<file path="config.mk">
export PLATFORM = sky130hd
export DESIGN_NAME = stream_downsizer_flat
export DESIGN_NICKNAME = d
export VERILOG_FILES = /design/src/rtl/stream_downsizer_if.sv /design/src/rtl/stream_downsizer.sv /design/src/flat_wrapper.sv
export SDC_FILE = /design/constraint.sdc
export NUM_CORES = 1
export LEC_CHECK = 0
export BUFFER_PORTS_ARGS = -buffer_cell sky130_fd_sc_hd__buf_2
export CORE_MARGIN = 2
export CORE_UTILIZATION = 55
export DETAILED_ROUTE_END_ITERATION = 10
export MAX_ROUTING_LAYER = met4
export PLACE_DENSITY = 0.84
export SETUP_SLACK_MARGIN = 0.3
export SYNTH_ARGS = -nofsm -noshare
export SYNTH_HDL_FRONTEND = slang
export SYNTH_SLANG_ARGS = --single-unit
</file>
<file path="constraint.sdc">
create_clock -name clk_i -period 2.6 [get_ports clk_i]
set_clock_uncertainty 0.1 [all_clocks]
set_input_delay 0.39 -clock clk_i [delete_from_list [all_inputs] [get_ports clk_i]]
set_output_delay 0.39 -clock clk_i [all_outputs]
set_load 0.005 [all_outputs]
</file>
<file path="src/rtl/stream_downsizer_if.sv">
// Valid/ready stream bundle with an optional end-of-word marker.
// The producer drives valid/data/last, the consumer drives ready.
interface stream_downsizer_if #(
  parameter int WIDTH = 8
);
  logic             valid;
  logic             ready;
  logic             last;
  logic [WIDTH-1:0] data;

  modport master (output valid, output data, output last, input ready);
  modport slave  (input valid, input data, output ready);
endinterface

</file>
<file path="src/rtl/stream_downsizer.sv">
// Wide-to-narrow stream converter: holds one wide word and emits it as RATIO
// narrow beats. The next word is accepted in the cycle the last beat leaves,
// so the narrow side can run at one beat per cycle without bubbles.
module stream_downsizer #(
  parameter int DATA_WIDTH_IN = 32,
  parameter int RATIO         = 4,
  parameter bit LSB_FIRST     = 1'b1
) (
  input  logic                   clk_i,
  input  logic                   rst_n_i,
  input  logic                   flush_i,
  stream_downsizer_if.slave      in_if,
  stream_downsizer_if.master     out_if
);

  localparam int DATA_WIDTH_OUT = DATA_WIDTH_IN / RATIO;
  localparam int CNT_WIDTH      = $clog2(RATIO);
  localparam logic [CNT_WIDTH-1:0] CNT_LAST = CNT_WIDTH'(RATIO - 1);

  generate
    if (RATIO < 2 || (DATA_WIDTH_IN % RATIO) != 0) begin : g_bad_cfg
      $fatal(1, "stream_downsizer: RATIO must be >= 2 and divide DATA_WIDTH_IN");
    end
  endgenerate

  logic [DATA_WIDTH_IN-1:0]  data_q, data_d;
  logic                      full_q, full_d;
  logic [CNT_WIDTH-1:0]      cnt_q, cnt_d;
  logic [CNT_WIDTH-1:0]      slice_idx;
  logic [DATA_WIDTH_OUT-1:0] beat;
  logic                      last;
  logic                      in_hs;
  logic                      out_hs;

  assign last   = full_q && (cnt_q == CNT_LAST);
  // Only the last beat lets ready_i reach ready_o; that is what removes the bubble.
  assign in_if.ready = !flush_i && (!full_q || (out_if.ready && last));
  assign in_hs  = in_if.valid && in_if.ready;
  assign out_hs = full_q && out_if.ready;

  assign slice_idx = LSB_FIRST ? cnt_q : (CNT_LAST - cnt_q);

  // Select the current narrow slice from the held word (registers only).
  always_comb begin
    beat = '0;
    for (int k = 0; k < RATIO; k++) begin
      if (slice_idx == CNT_WIDTH'(k)) begin
        beat = data_q[k*DATA_WIDTH_OUT +: DATA_WIDTH_OUT];
      end
    end
  end

  // Next-state: flush beats a new word, a new word beats beat advance.
  always_comb begin
    data_d = data_q;
    full_d = full_q;
    cnt_d  = cnt_q;
    if (flush_i) begin
      full_d = 1'b0;
      cnt_d  = '0;
    end else if (in_hs) begin
      data_d = in_if.data;
      full_d = 1'b1;
      cnt_d  = '0;
    end else if (out_hs && !last) begin
      cnt_d  = cnt_q + 1'b1;
    end else if (out_hs && last) begin
      full_d = 1'b0;
      cnt_d  = '0;
    end
  end

  // State registers, cleared asynchronously so a partial word is dropped at once.
  always_ff @(posedge clk_i or negedge rst_n_i) begin
    if (!rst_n_i) begin
      data_q <= '0;
      full_q <= 1'b0;
      cnt_q  <= '0;
    end else begin
      data_q <= data_d;
      full_q <= full_d;
      cnt_q  <= cnt_d;
    end
  end

  assign out_if.valid = full_q;
  assign out_if.last  = last;
  assign out_if.data  = beat;

endmodule

</file>
<file path="src/flat_wrapper.sv">
// flat-port wrapper written by rule: the top's interface ports become plain ports
module stream_downsizer_flat 
#(
  parameter int DATA_WIDTH_IN = 32,
  parameter int RATIO         = 4,
  parameter bit LSB_FIRST     = 1'b1
)
  (clk_i, rst_n_i, flush_i, in_if_valid, in_if_data, in_if_ready, out_if_valid, out_if_data, out_if_last, out_if_ready);
  stream_downsizer_if #(.WIDTH(32)) in_if_i ();
  stream_downsizer_if #(.WIDTH(8)) out_if_i ();
  input  logic clk_i;
  input  logic rst_n_i;
  input  logic flush_i;
  input wire logic [$bits(in_if_i.valid)-1:0] in_if_valid;
  input wire logic [$bits(in_if_i.data)-1:0] in_if_data;
  output wire logic [$bits(in_if_i.ready)-1:0] in_if_ready;
  output wire logic [$bits(out_if_i.valid)-1:0] out_if_valid;
  output wire logic [$bits(out_if_i.data)-1:0] out_if_data;
  output wire logic [$bits(out_if_i.last)-1:0] out_if_last;
  input wire logic [$bits(out_if_i.ready)-1:0] out_if_ready;
  assign in_if_i.valid = in_if_valid;
  assign in_if_i.data = in_if_data;
  assign in_if_ready = in_if_i.ready;
  assign out_if_valid = out_if_i.valid;
  assign out_if_data = out_if_i.data;
  assign out_if_last = out_if_i.last;
  assign out_if_i.ready = out_if_ready;
  stream_downsizer #(.DATA_WIDTH_IN(DATA_WIDTH_IN), .RATIO(RATIO), .LSB_FIRST(LSB_FIRST)) u_core (.clk_i(clk_i), .rst_n_i(rst_n_i), .flush_i(flush_i), .in_if(in_if_i), .out_if(out_if_i));
endmodule
</file>
## Yosys cells after proc, flatten, opt, wreduce, memory -nomap -nowiden

Index checks and enable logic that the tools add are counted.

- Register bits: 35
- Input port bits: 37

- Reduce and logical (&&, ||, !) cells: 16
- Bitwise logic cells: 1
- Eq/ne operators: 4
- Multiplexer cells: 12
- Add/subtract/negate cells: 1

Operator list:

| kind | count |
|---|---|
| 8-bit 2-to-1 mux | 4 |
| 2-bit 2-to-1 mux | 4 |
| 1-bit logical AND | 7 |
| 2-bit == test (second input constant) | 2 |
| 1-bit 2-to-1 mux | 4 |
| 2-bit AND reduction | 2 |
| 4-bit nonzero test | 1 |
| 1-bit zero test | 3 |
| 3-bit by 2-bit inequality test with 1-bit output (second input constant) | 1 |
| 3-bit nonzero test | 1 |
| 2-bit by 1-bit adder with 2-bit output (second input constant) | 1 |
| 2-bit by 1-bit == test with 1-bit output (second input constant) | 1 |
| 2-bit zero test | 1 |
| 1-bit logical OR | 1 |
| 1-bit inverter | 1 |

## Longest topological paths before layout

Gate-level depths: netlist (run 1).

- Word-level depth: 8
- Gate-level depth with buffers: 6

## Worst setup path after synthesis (run 1)

Ideal clock, no wire load.

- Path type: register to register
- From: register u_core.cnt_q[0]
- To: register u_core.data_q[1]
- Data arrival time: 1.545 ns
- Clock period less this slack: 1.769 ns
- Stages on the path, launching flop included: 6
- Library setup time: 0.125 ns
- Setup slack: 0.831 ns
- Path through: dfrtp_1 > ha_1 > a21boi_2 > nor3b_4 > buf_6 > mux2_2

- Cells in the longest elaborated chain, start to end: 7

RTL lines:

| what | RTL line | text |
|---|---|---|
| from (decl) | stream_downsizer.sv:28 | `logic [CNT_WIDTH-1:0] cnt_q, cnt_d;` |
| from (signal assigned) | stream_downsizer.sv:82 | `cnt_q <= cnt_d;` |
| 2-bit == test | stream_downsizer.sv:35 | `assign last = full_q && (cnt_q == CNT_LAST);` |
| 1-bit logical AND | stream_downsizer.sv:35 |  |
| 1-bit logical AND | stream_downsizer.sv:37 | `assign in_if.ready = !flush_i && (!full_q \|\| (out_if.ready && last));` |
| 1-bit logical OR | stream_downsizer.sv:37 |  |
| 1-bit logical AND | stream_downsizer.sv:37 |  |
| 1-bit logical AND | stream_downsizer.sv:38 | `assign in_hs = in_if.valid && in_if.ready;` |
| 2-bit AND reduction (no source line) | - |  |
| to (signal assigned) | stream_downsizer.sv:80 | `data_q <= data_d;` |
| to (decl) | stream_downsizer.sv:26 | `logic [DATA_WIDTH_IN-1:0] data_q, data_d;` |

No other way between the ends.
A chain may end at the register's enable or synchronous reset.

## Worst setup path after layout (run 1)

- From: register u_core.cnt_q[0]
- To: output out_if_data[5]

- Cells in the longest elaborated chain, start to end: 5

RTL lines:

| what | RTL line | text |
|---|---|---|
| 2-bit zero test | stream_downsizer.sv:47 | `if (slice_idx == CNT_WIDTH'(k)) begin` |
| 8-bit 2-to-1 mux (3 in a row) | stream_downsizer.sv:47 |  |
| 8-bit 2-to-1 mux (*) | stream_downsizer.sv:47 |  |
| to (decl) | flat_wrapper.sv:18 | `output wire logic [$bits(out_if_i.data)-1:0] out_if_data;` |

Every way passes the cells marked *; elsewhere a longest branch is shown, timed or not.

==> results.sh, run 1 <==
export IMPL_status="finished with violations"
export IMPL_violations="DRC"
export IMPL_setup_slack_ns=0.409
export IMPL_start_kind="register"
export IMPL_dieHeight_um=58.7
export IMPL_min_period_ns=2.19
export IMPL_clk_pin_slew_ns=0.10
export IMPL_p_clk_frac=0.228
export IMPL_dr_pass1_iters=7
export IMPL_clock_path_buffers=2
export IMPL_setup_viol=0
export IMPL_io_pins=48
export IMPL_drive_above_1_share=0.528
export IMPL_cp_max_fo=7
export IMPL_drtIter0Drc=36
export IMPL_fin_nets=220
export IMPL_syn_cell_area_um2=1650
export IMPL_cts_sinks=35
export IMPL_fp_dieW_um=58.7
export IMPL_ctsHoldBuffers=0
export IMPL_io_buffers=47
export IMPL_hold_viol=0
export IMPL_arrival_ns=1.70
export IMPL_synthXorXnorAreaFrac=0
export IMPL_slew_violations=0
export IMPL_drc=2
export IMPL_clock_latency_ns=0.33
export IMPL_rsz0062_at_grt="false"
export IMPL_combinationalPowerShare=0.199
export IMPL_fin_cells=211
export IMPL_p_leak_nw=0.880
export IMPL_syn_nets=171
export IMPL_core_area_um2=2810
export IMPL_synth_seq_cells=35
export IMPL_syn_to_final_growth_pct=20.1
export IMPL_synth_ff_type="dfrtp_1"
export IMPL_cts_max_level=2
export IMPL_overflow=0
export IMPL_grt_max_degree=36
export IMPL_placed_cells=203
export IMPL_synth_cell_types=25
export IMPL_async_flop_share=1.00
export IMPL_synthAdderAreaFrac=0.0304
export IMPL_dr_total_vias=1203
export IMPL_avgViaCountPerCell=5.70
export IMPL_fin_util=0.705
export IMPL_peakVddDrop_uv=442
export IMPL_drv_cap=0
export IMPL_finalCritPeriodShare=0.843
export IMPL_synth_area_mux_share=0.219
export IMPL_tightest_slew_ns=0.760
export IMPL_initial_core_util=0.587
export IMPL_power_density_nw_per_um2=615
export IMPL_diodes=0
export IMPL_dp_slack_ns=0.583
export IMPL_ctsResizeCount=3
export IMPL_placed_area_um2=1880
export IMPL_switchingPower_mw=0.323
export IMPL_syn_inst=130
export IMPL_drt_total_wl_um=3450
export IMPL_grt_pass1_wl_um=5510
export IMPL_wl_per_cell_um=16.3
export IMPL_synth_top_family_by_area="multiplexers"
export IMPL_hpwlAfterDp_um=2390
export IMPL_place_congestion=0.928
export IMPL_clock_fmax_ghz=0.456
export IMPL_grt_antenna_before_repair=0
export IMPL_cts_tree="done"
export IMPL_synth_edf_count=0
export IMPL_crit_required_ns=2.11
export IMPL_synth_compound_area_frac=0.0767
export IMPL_ys_warn_count=0
export IMPL_numCtsBuffers=5
export IMPL_hold_path_class="in -> async"
export IMPL_end_kind="primary output"
export IMPL_ys_seq_area_frac=0.532
export IMPL_cts_setup_buffers=0
export IMPL_stdcell_area_um2=1980
export IMPL_grt_pass1_vias=1192
export IMPL_clock_root_buffer="clkbuf_4"
export IMPL_synth_simple_gate_area_frac=0.108
export IMPL_slew_headroom=0.493
export IMPL_syn_area_per_cell_um2=12.7
export IMPL_switching_share=0.266
export IMPL_finalSetupTns_ns=0
export IMPL_die_area_um2=3450
export IMPL_nFillCells=214
export IMPL_crit_type="reg -> out"
export IMPL_ant_nets=0
export IMPL_row_count=19
export IMPL_p_int_mw=0.892
export IMPL_seq_power_share=0.573
export IMPL_grt_use_total=0.225
-- worst max-delay path, cell delays in order, from the launching register on --
cell	delay, ns
dfrtp_2	0.47
inv_1	0.10
ha_2	0.25
nand2b_4	0.11
o22ai_1	0.22
a31oi_1	0.07
buf_2	0.14
-- cell families (layout without fill, tap and decap cells) --
family	Yosys count	after routing
buf+inv	9	59
mux	32	32
flops	35	35
fa+ha+maj	4	4
simple gates	31	31
compound gates	19	19
-- placed cells by master, fill, tap and decap left out, types with 2 or more instances in the layout --
cell type  synthesis  final
buf_2              0     47
dfrtp_1           35     34
mux2_2            30     30
nand2_1           10     10
nand3b_1           8      8
a31oi_1            8      8
o22ai_1            7      6
clkbuf_4           0      5
nor2_1             5      4
ha_2               0      3
inv_1              2      2
clkinv_2           0      2
mux2_1             2      2
clkbuf_1           2      2
-- per-stage QoR --
stage	power, mW	hold WS, ns
after global placement	0.930	0.373
after CTS	1.22	0.0300
final	1.22	0.0138
after floorplan	0.846	-0.00559
after global routing	1.29	0.0579
after detailed placement	0.947	0.379
-- power by group through the flow --
stage	logic, mW	clock network [mW]	registers [mW]
2_1_floorplan	0.159	0	0.688
3_3_place_gp	0.232	0	0.698
3_5_place_dp	0.242	0	0.705
4_1_cts	0.244	0.286	0.694
5_1_grt	0.267	0.311	0.708
6_report	0.242	0.277	0.696
-- cell usage after synthesis, types with 2 or more instances --
master,n,share of area
mux2_1,2,0.014
dfrtp_1,35,0.53
inv_1,2,0.0046
o22ai_1,7,0.027
ha_1,4,0.030
clkbuf_1,2,0.0046
nand2b_1,2,0.0076
buf_6,3,0.021
a31oi_1,8,0.030
mux2_2,30,0.21
nand3b_1,8,0.036
nand2_1,10,0.023
nor2_1,5,0.011
-- sequential cells by signal, indices dropped and copies added (netlist names) --
register             count
u_core.out_if.valid      1
u_core.cnt_q             2
u_core.data_q           32
-- layer usage --
| metal | up-vias | part of all wire | GRT usage |
|---|---|---|---|
| li1 | 564 | - | - |
| met1 | 587 | 0.42 | 0.290 |
| met2 | 42 | 0.49 | 0.342 |
| met3 | 10 | 0.064 | 0.0527 |
| met4 | 0 | 0.020 | 0.101 |
| met5 | - | 0 | - |
-- cell type report --
class / count / area [um2] / area share
Multi-Input combinational cell: 86 / 756 / 0.382
Clock inverter: 1 / 5.00 / 0.00253
Sequential cell: 35 / 877 / 0.444
Inverter: 3 / 12.5 / 0.00633
Clock buffer: 7 / 45.0 / 0.0228
Tap cell: 31 / 38.8 / 0.0196
Timing Repair Buffer: 48 / 243 / 0.123
-- worst paths after layout --
check | depth (start not counted) | slack (ns) | end | from
max in group asynchronous | 1 | 1.87 | u_core.cnt_q[0]$_DFFE_PN0P_ | rst_n_i
worst min register to register | 1 | 0.40 | u_core.data_q[0]$_DFFE_PN0P_ | u_core.data_q[0]$_DFFE_PN0P_
min in group clk_i | 2 | 0.16 | u_core.data_q[0]$_DFFE_PN0P_ | in_if_data[0]
worst max-delay path | 6 | 0.41 | out_if_data[5] | u_core.cnt_q[0]$_DFFE_PN0P_
worst max register to register | 5 | 0.67 | u_core.data_q[29]$_DFFE_PN0P_ | u_core.cnt_q[1]$_DFFE_PN0P_
worst min-delay path | 1 | 0.01 | u_core.data_q[4]$_DFFE_PN0P_ | rst_n_i
Power figures use the tool's default switching activity.
==> run 2: changes to the inputs <==
--- a/config.mk
+++ b/config.mk
@@ -5,12 +5,13 @@
 export SDC_FILE = /design/constraint.sdc
 export NUM_CORES = 1
 export LEC_CHECK = 0
+export ABC_AREA = 1
 export BUFFER_PORTS_ARGS = -buffer_cell sky130_fd_sc_hd__buf_2
 export CORE_MARGIN = 2
-export CORE_UTILIZATION = 55
+export CORE_UTILIZATION = 47
 export DETAILED_ROUTE_END_ITERATION = 10
 export MAX_ROUTING_LAYER = met4
-export PLACE_DENSITY = 0.84
+export PLACE_DENSITY = 0.75
 export SETUP_SLACK_MARGIN = 0.3
 export SYNTH_ARGS = -nofsm -noshare
 export SYNTH_HDL_FRONTEND = slang
==> constraint.sdc (replaced) <==
create_clock -name clk_i -period 2 [get_ports clk_i]
set_clock_uncertainty 0.1 [all_clocks]
set_input_delay 0.3 -clock clk_i [delete_from_list [all_inputs] [get_ports clk_i]]
set_output_delay 0.3 -clock clk_i [all_outputs]
set_load 0.005 [all_outputs]
==> run 2 against run 1 <==
The run ends with hold timing left. Final area increased by 17%. Sequential share of layout area decreased by 6.4 points. Global-route usage increased by 1.3 points. Clock power increased by 100%. Die area increased by 31%. Total power increased by 57%. Synthesized cell count increased by 89%. Setup slack got worse by 0.38 ns. Core utilization decreased by 8.9 points. Register-to-register slack got worse by 0.29 ns.
==> results.sh, run 2 <==
export IMPL_synth_cell_types=18
export IMPL_synth_top_cells_by_count="nand2_1 (114), dfrtp_1 (35), nand4_1 (32)"
export IMPL_cp_num_buf_inv=3
export IMPL_clock_path_buffers=2
export IMPL_cp_num_cells=9
export IMPL_power_mw=1.91
export IMPL_crit_type="reg -> out"
export IMPL_syn_to_final_growth_pct=22.6
export IMPL_start_kind="register"
export IMPL_wl_met3_um=308
export IMPL_yosysTopAreaCellShare=0.466
export IMPL_switchingPower_mw=0.590
export IMPL_yosysTopAreaCell="dfrtp_1"
export IMPL_grt_max_degree=36
export IMPL_register_area_um2=876
export IMPL_synth_seq_cells=35
export IMPL_clock_root_buffer="clkbuf_8"
export IMPL_r2r_end="u_core.data_q[5]$_DFFE_PN0P_"
export IMPL_p_int_mw=1.32
export IMPL_rrSetupSlack_ns=0.38
export IMPL_slew_headroom=0.495
export IMPL_largest_reg_flops=32
export IMPL_setup_slack_ns=0.0293
export IMPL_drive_above_1_share=0.267
export IMPL_r2r_start="u_core.cnt_q[0]$_DFFE_PN0P_"
export IMPL_ys_seq_area_frac=0.466
export IMPL_numCtsBuffers=5
export IMPL_wl_per_cell_um=13.6
export IMPL_diodes=0
export IMPL_cts_sinks=35
export IMPL_top_layer="met4"
export IMPL_yosys_top_cells_area="dfrtp_1 (47%), nand2_1 (23%), nand4_1 (11%)"
export IMPL_slew_violations=0
export IMPL_drt_total_wl_um=4620
export IMPL_dr_total_vias=1796
export IMPL_final_common_cell="nand2_1"
export IMPL_cts_tree="done"
export IMPL_worstPathCellList="inv_2, ha_4, inv_2, nor2_4, nand2_1, nand2_2, nand2_1, nand2_1, buf_2"
export IMPL_clock_latency_ns=0.29
export IMPL_path_common_cell="nand2_1"
export IMPL_slowest_stage="dfrtp_1"
export IMPL_io_buffers=47
export IMPL_regMostFlops="u_core.data_q"
export IMPL_core_area_um2=3740
export IMPL_peakVddDrop_uv=471
export IMPL_cp_max_fo=8
export IMPL_multiInputGateArea_um2=911
export IMPL_row_count=22
export IMPL_die_area_um2=4520
export IMPL_switching_share=0.309
export IMPL_avgViaCountPerCell=5.28
export IMPL_reg2reg_depth=7
export IMPL_nFillCells=363
export IMPL_synth_edf_count=0
export IMPL_status="finished with violations"
export IMPL_grt_antenna_before_repair=0
export IMPL_drv_cap=0
export IMPL_p_clk_frac=0.293
export IMPL_min_period_ns=1.97
export IMPL_overflow=0
export IMPL_p_leak_nw=1.31
export IMPL_synth_ff_type="dfrtp_1"
export IMPL_clk_pin_slew_ns=0.07
export IMPL_dieHeight_um=67.3
export IMPL_drt_met1_wl_um=2130
export IMPL_hold_viol=35
export IMPL_grt_pass1_wl_um=7740
export IMPL_hold_ws_ns=-0.0296
export IMPL_end_kind="primary output"
export IMPL_tightest_slew_ns=0.758
export IMPL_syn_inst=246
export IMPL_final_cell_mix="nand2_1 (113), buf_2 (47), dfrtp_1 (35), nand4_1 (32)"
export IMPL_syn_nets=287
export IMPL_arrival_ns=1.57
export IMPL_syn_cell_area_um2=1880
export IMPL_syn_area_per_cell_um2=7.64
export IMPL_finalCritPeriodShare=0.985
export IMPL_ant_nets=0
export IMPL_dp_slack_ns=0.167
export IMPL_crit_required_ns=1.60
export IMPL_seq_power_share=0.467
export IMPL_fin_nets=332
export IMPL_initial_core_util=0.502
export IMPL_combinationalPowerShare=0.240
export IMPL_clock_fmax_ghz=0.507
export IMPL_ys_warn_count=0
export IMPL_hpwlAfterDp_um=3020
export IMPL_io_pins=48
export IMPL_slowest_delay_ns=0.42
export IMPL_setup_viol=0
export IMPL_fin_util=0.616
export IMPL_violations="hold timing"
export IMPL_place_congestion=0.917
export IMPL_placed_area_um2=2110
export IMPL_wl_met2_um=2100
export IMPL_grt_use_total=0.238
export IMPL_fp_dieW_um=67.3
export IMPL_dr_pass1_iters=4
export IMPL_grt_pass1_vias=1702
export IMPL_drtIter0Drc=136
export IMPL_hold_path_class="in -> async"
export IMPL_stdcell_area_um2=2310
export IMPL_synth_most_common_cell="nand2_1"
export IMPL_rsz0062_at_grt="true"
export IMPL_drc=0
export IMPL_crit_family="simple AND/OR/NAND/NOR gates"
export IMPL_async_flop_share=1.00
export IMPL_power_density_nw_per_um2=828
export IMPL_cts_max_level=2
==> run 2: cell types whose count changed in the layout (fill, tap and decap cells not counted), moves of 7 or more <==
cell,before,now
a21oi_1,1,14
a31oi_1,8,0
clkbuf_8,0,7
inv_1,2,14
mux2_2,30,0
nand2_1,10,113
nand3b_1,8,0
nand4_1,1,32
==> run 2: what timing repair did <==
action	4_1_cts	5_1_grt
setup endpoints to repair	44	10
setup buffers	1	0
hold buffers	0	0
pin swaps	4	3
cloned	2	0
resized for setup	11	6
==> run 2: worst max path at each step <==
stage,slack (ns),from,endpoint
6_report,0.03,u_core.cnt_q[0]$_DFFE_PN0P_,out_if_data[3]
3_5_place_dp,0.17,u_core.cnt_q[1]$_DFFE_PN0P_,u_core.data_q[13]$_DFFE_PN0P_
4_1_cts,0.02,u_core.cnt_q[1]$_DFFE_PN0P_,out_if_data[3]
3_3_place_gp,0.21,u_core.cnt_q[1]$_DFFE_PN0P_,u_core.data_q[22]$_DFFE_PN0P_
5_1_grt,-0.06,u_core.cnt_q[0]$_DFFE_PN0P_,out_if_data[3]
2_1_floorplan,0.41,u_core.cnt_q[1]$_DFFE_PN0P_,out_if_data[0]
==> run 2: metrics by stage <==
step,TNS [ns],cells
2_1_floorplan,0,246
5_1_grt,-0.329,340
4_1_cts,0,340
6_report,0,340
3_5_place_dp,0,329
3_3_place_gp,0,329
==> run 2: worst reg2reg max path, stage by stage, from the launching register on <==
cell	delay, ns
dfrtp_1	0.42
ha_1	0.23
buf_4	0.18
nand2_4	0.11
nand2_8	0.10
buf_4	0.22
nand4_1	0.10
nand2_1	0.06
==> run 2: layer usage <==
| layer | track usage | up-vias |
|---|---|---|
| met1 | 0.316 | 834 |
| met4 | 0.0740 | 0 |
| met2 | 0.361 | 66 |
| met5 | - | - |
| met3 | 0.0600 | 7 |
| li1 | - | 889 |
==> run 2: cells by family (layout without fill, tap and decap cells) <==
logic type,count (synthesis),count (layout),share of synthesized area
adder cells (fa/ha/maj),4,4,0.0266
flip-flops,35,35,0.466
AO/OA/AOI/OAI,17,17,0.0452
buffers and inverters,36,80,0.0971
AND/OR/NAND/NOR,154,156,0.365
==> run 2: layout make-up <==
| class | count | share of cell area |
|---|---|---|
| inverter | 18 | 0.0293 |
| sequential | 35 | 0.380 |
| clock buffer | 8 | 0.0434 |
| multi-input combinational | 177 | 0.395 |
| timing repair buffer | 54 | 0.126 |
| tap | 48 | 0.0260 |
==> run 2: power by group through the flow <==
stage               clock network, mW  registers, mW  logic (mW)
floorplan                           0          0.877       0.273
global placement                    0          0.894       0.413
detailed placement                  0          0.895       0.423
CTS                             0.569          0.887       0.448
global route                    0.609          0.904       0.521
finish                          0.560          0.891       0.458
==> run 3: changes to the inputs <==
--- a/config.mk
+++ b/config.mk
@@ -7,11 +7,13 @@
 export LEC_CHECK = 0
 export ABC_AREA = 1
 export BUFFER_PORTS_ARGS = -buffer_cell sky130_fd_sc_hd__buf_2
+export CELL_PAD_IN_SITES_DETAIL_PLACEMENT = 0
+export CELL_PAD_IN_SITES_GLOBAL_PLACEMENT = 1
 export CORE_MARGIN = 2
-export CORE_UTILIZATION = 47
+export CORE_UTILIZATION = 34
 export DETAILED_ROUTE_END_ITERATION = 10
 export MAX_ROUTING_LAYER = met4
-export PLACE_DENSITY = 0.75
+export PLACE_DENSITY_LB_ADDON = 0.1
 export SETUP_SLACK_MARGIN = 0.3
 export SYNTH_ARGS = -nofsm -noshare
 export SYNTH_HDL_FRONTEND = slang
==> run 3 against run 2 <==
Sequential power up 0.9%. Flip-flop and latch count unchanged. Global-route usage is 5.0 points lower. Combinational power grew 13%. The run now ends clean. Via count is 0.11% lower. Largest cell class unchanged. Maximum frequency is 0.74% lower. Largest power group unchanged. Highest routed layer unchanged. Final area grew 6.0%. Critical path depth did not move.
==> results.sh, run 3 (same netlist as run 2, synthesis figures left out) <==
export IMPL_drtIter0Drc=95
export IMPL_clk_pin_slew_ns=0.07
export IMPL_cp_max_fo=8
export IMPL_finalSetupTns_ns=0
export IMPL_clock_fmax_ghz=0.504
export IMPL_row_count=27
export IMPL_overflow=0
export IMPL_cts_tree="done"
export IMPL_p_leak_nw=1.35
export IMPL_clock_latency_ns=0.28
export IMPL_cts_max_level=2
export IMPL_clock_root_buffer="clkbuf_8"
export IMPL_fin_util=0.450
export IMPL_diodes=0
export IMPL_end_kind="primary output"
export IMPL_hold_path_class="in -> reg"
export IMPL_dr_pass1_iters=4
export IMPL_place_congestion=0.818
export IMPL_grt_antenna_before_repair=0
export IMPL_drc=0
export IMPL_largest_reg_flops=32
export IMPL_slowest_delay_ns=0.46
export IMPL_arrival_ns=1.59
export IMPL_dr_total_vias=1794
export IMPL_dieHeight_um=78.4
export IMPL_finalCritPeriodShare=0.993
export IMPL_crit_required_ns=1.60
export IMPL_combinationalPowerShare=0.275
export IMPL_power_mw=1.88
export IMPL_fp_dieW_um=78.4
export IMPL_rsz0062_at_grt="true"
export IMPL_hpwlAfterDp_um=3630
export IMPL_initial_core_util=0.346
export IMPL_drive_above_1_share=0.311
export IMPL_stdcell_area_um2=2440
export IMPL_switching_share=0.325
export IMPL_grt_use_total=0.188
export IMPL_power_density_nw_per_um2=770
export IMPL_io_buffers=47
export IMPL_p_clk_frac=0.247
export IMPL_numCtsBuffers=5
export IMPL_syn_to_final_growth_pct=30.0
export IMPL_start_kind="register"
export IMPL_status="finished, final reports clean"
export IMPL_grt_pass1_wl_um=8710
export IMPL_p_int_mw=1.27
export IMPL_seq_power_share=0.478
export IMPL_nFillCells=554
export IMPL_slew_violations=0
export IMPL_grt_max_degree=36
export IMPL_switchingPower_mw=0.611
export IMPL_hold_viol=0
export IMPL_io_pins=48
export IMPL_placed_area_um2=2170
export IMPL_cts_sinks=35
export IMPL_crit_family="simple AND/OR/NAND/NOR gates"
export IMPL_die_area_um2=6140
export IMPL_clock_path_buffers=2
export IMPL_ant_nets=0
export IMPL_avgViaCountPerCell=4.84
export IMPL_slew_headroom=0.691
export IMPL_worstPathCellList="inv_4, ha_4, inv_2, nor2_4, nand2_1, nand2_2, nand2_2, nand2_2, buf_6"
export IMPL_regMostFlops="u_core.data_q"
export IMPL_drt_total_wl_um=5490
export IMPL_crit_type="reg -> out"
export IMPL_core_area_um2=5440
export IMPL_final_cell_mix="nand2_1 (107), buf_2 (46), dfrtp_1 (33), nand4_1 (32), inv_1 (14)"
export IMPL_fin_nets=341
export IMPL_peakVddDrop_uv=338
export IMPL_slowest_stage="dfrtp_2"
export IMPL_tightest_slew_ns=0.463
export IMPL_cp_num_buf_inv=3
export IMPL_path_common_cell="nand2_2"
export IMPL_setup_viol=0
export IMPL_grt_pass1_vias=1771
export IMPL_wl_per_cell_um=14.8
export IMPL_final_common_cell="nand2_1"
export IMPL_drv_cap=0
export IMPL_min_period_ns=1.99
## run 3: cell count changes in the layout (fill, tap and decap cells not counted), sizes merged
cell and change:
nand3 +2, clkbuf -2, dlygate4sd3 +1, buf +7, nand2 -1
## run 3: path summary, 6_finish.rpt
kind,startpoint,endpoint,slack [ns],cells past startpoint
max,u_core.cnt_q[0]$_DFFE_PN0P_,out_if_data[1],0.01,9
min,flush_i,u_core.out_if.valid$_DFFE_PN0P_,0.11,2
max reg2reg,u_core.cnt_q[0]$_DFFE_PN0P_,u_core.data_q[22]$_DFFE_PN0P_,0.36,7
min reg2reg,u_core.data_q[25]$_DFFE_PN0P_,u_core.data_q[25]$_DFFE_PN0P_,0.37,2
max in group asynchronous,rst_n_i,u_core.cnt_q[1]$_DFFE_PN0P_,0.95,3
min in group asynchronous,rst_n_i,u_core.data_q[12]$_DFFE_PN0P_,0.49,3
## run 3: timing repair
action	in CTS	in global routing
endpoints found under the setup margin	44	44
pin swaps	4	1
gates cloned	1	2
hold endpoints to repair	35	0
gates resized for setup	20	14
buffers inserted	1	2
hold buffers	1	0
## run 3: final cells by class
class / instances / area [um2] / area share
clock buffers: 6 / 72.6 / 0.0297
flip-flops and latches: 35 / 878 / 0.359
multi-input cells: 178 / 963 / 0.394
inverters: 18 / 72.6 / 0.0297
repair buffers: 62 / 368 / 0.150
well taps: 72 / 90.1 / 0.0368
## run 3: worst reg2reg max path, delay by kind of cell, from the launching register on
family / cells / cell delay [ns]
buf+inv: 1 / 0.15
simple gates: 5 / 0.63
fa+ha+maj: 1 / 0.21
flops: 1 / 0.44
## run 3: power groups by stage
stage	combinational [mW]	clock, mW	sequential [mW]
after global routing	0.590	0.502	0.912
after CTS	0.475	0.480	0.897
after detailed placement	0.436	0	0.900
final	0.518	0.465	0.899
after global placement	0.434	0	0.902
after floorplan	0.273	0	0.877
## run 3: through the flow
stage | hold WS [ns] | std cells | setup slack (ns)
floorplan | -0.0956 | 246 | 0.414
global placement | 0.271 | 358 | 0.140
detailed placement | 0.271 | 358 | 0.126
CTS | 0.0999 | 367 | 0.0272
global route | 0.110 | 371 | -0.0934
finish | 0.109 | 371 | 0.0145
## run 3: layer usage
| metal | up-vias | part of all wire | global-route usage |
|---|---|---|---|
| met4 | 0 | 0.013 | 0.0649 |
| met5 | - | 0 | - |
| met1 | 838 | 0.49 | 0.261 |
| met3 | 6 | 0.045 | 0.0356 |
| met2 | 41 | 0.45 | 0.278 |
| li1 | 909 | - | - |
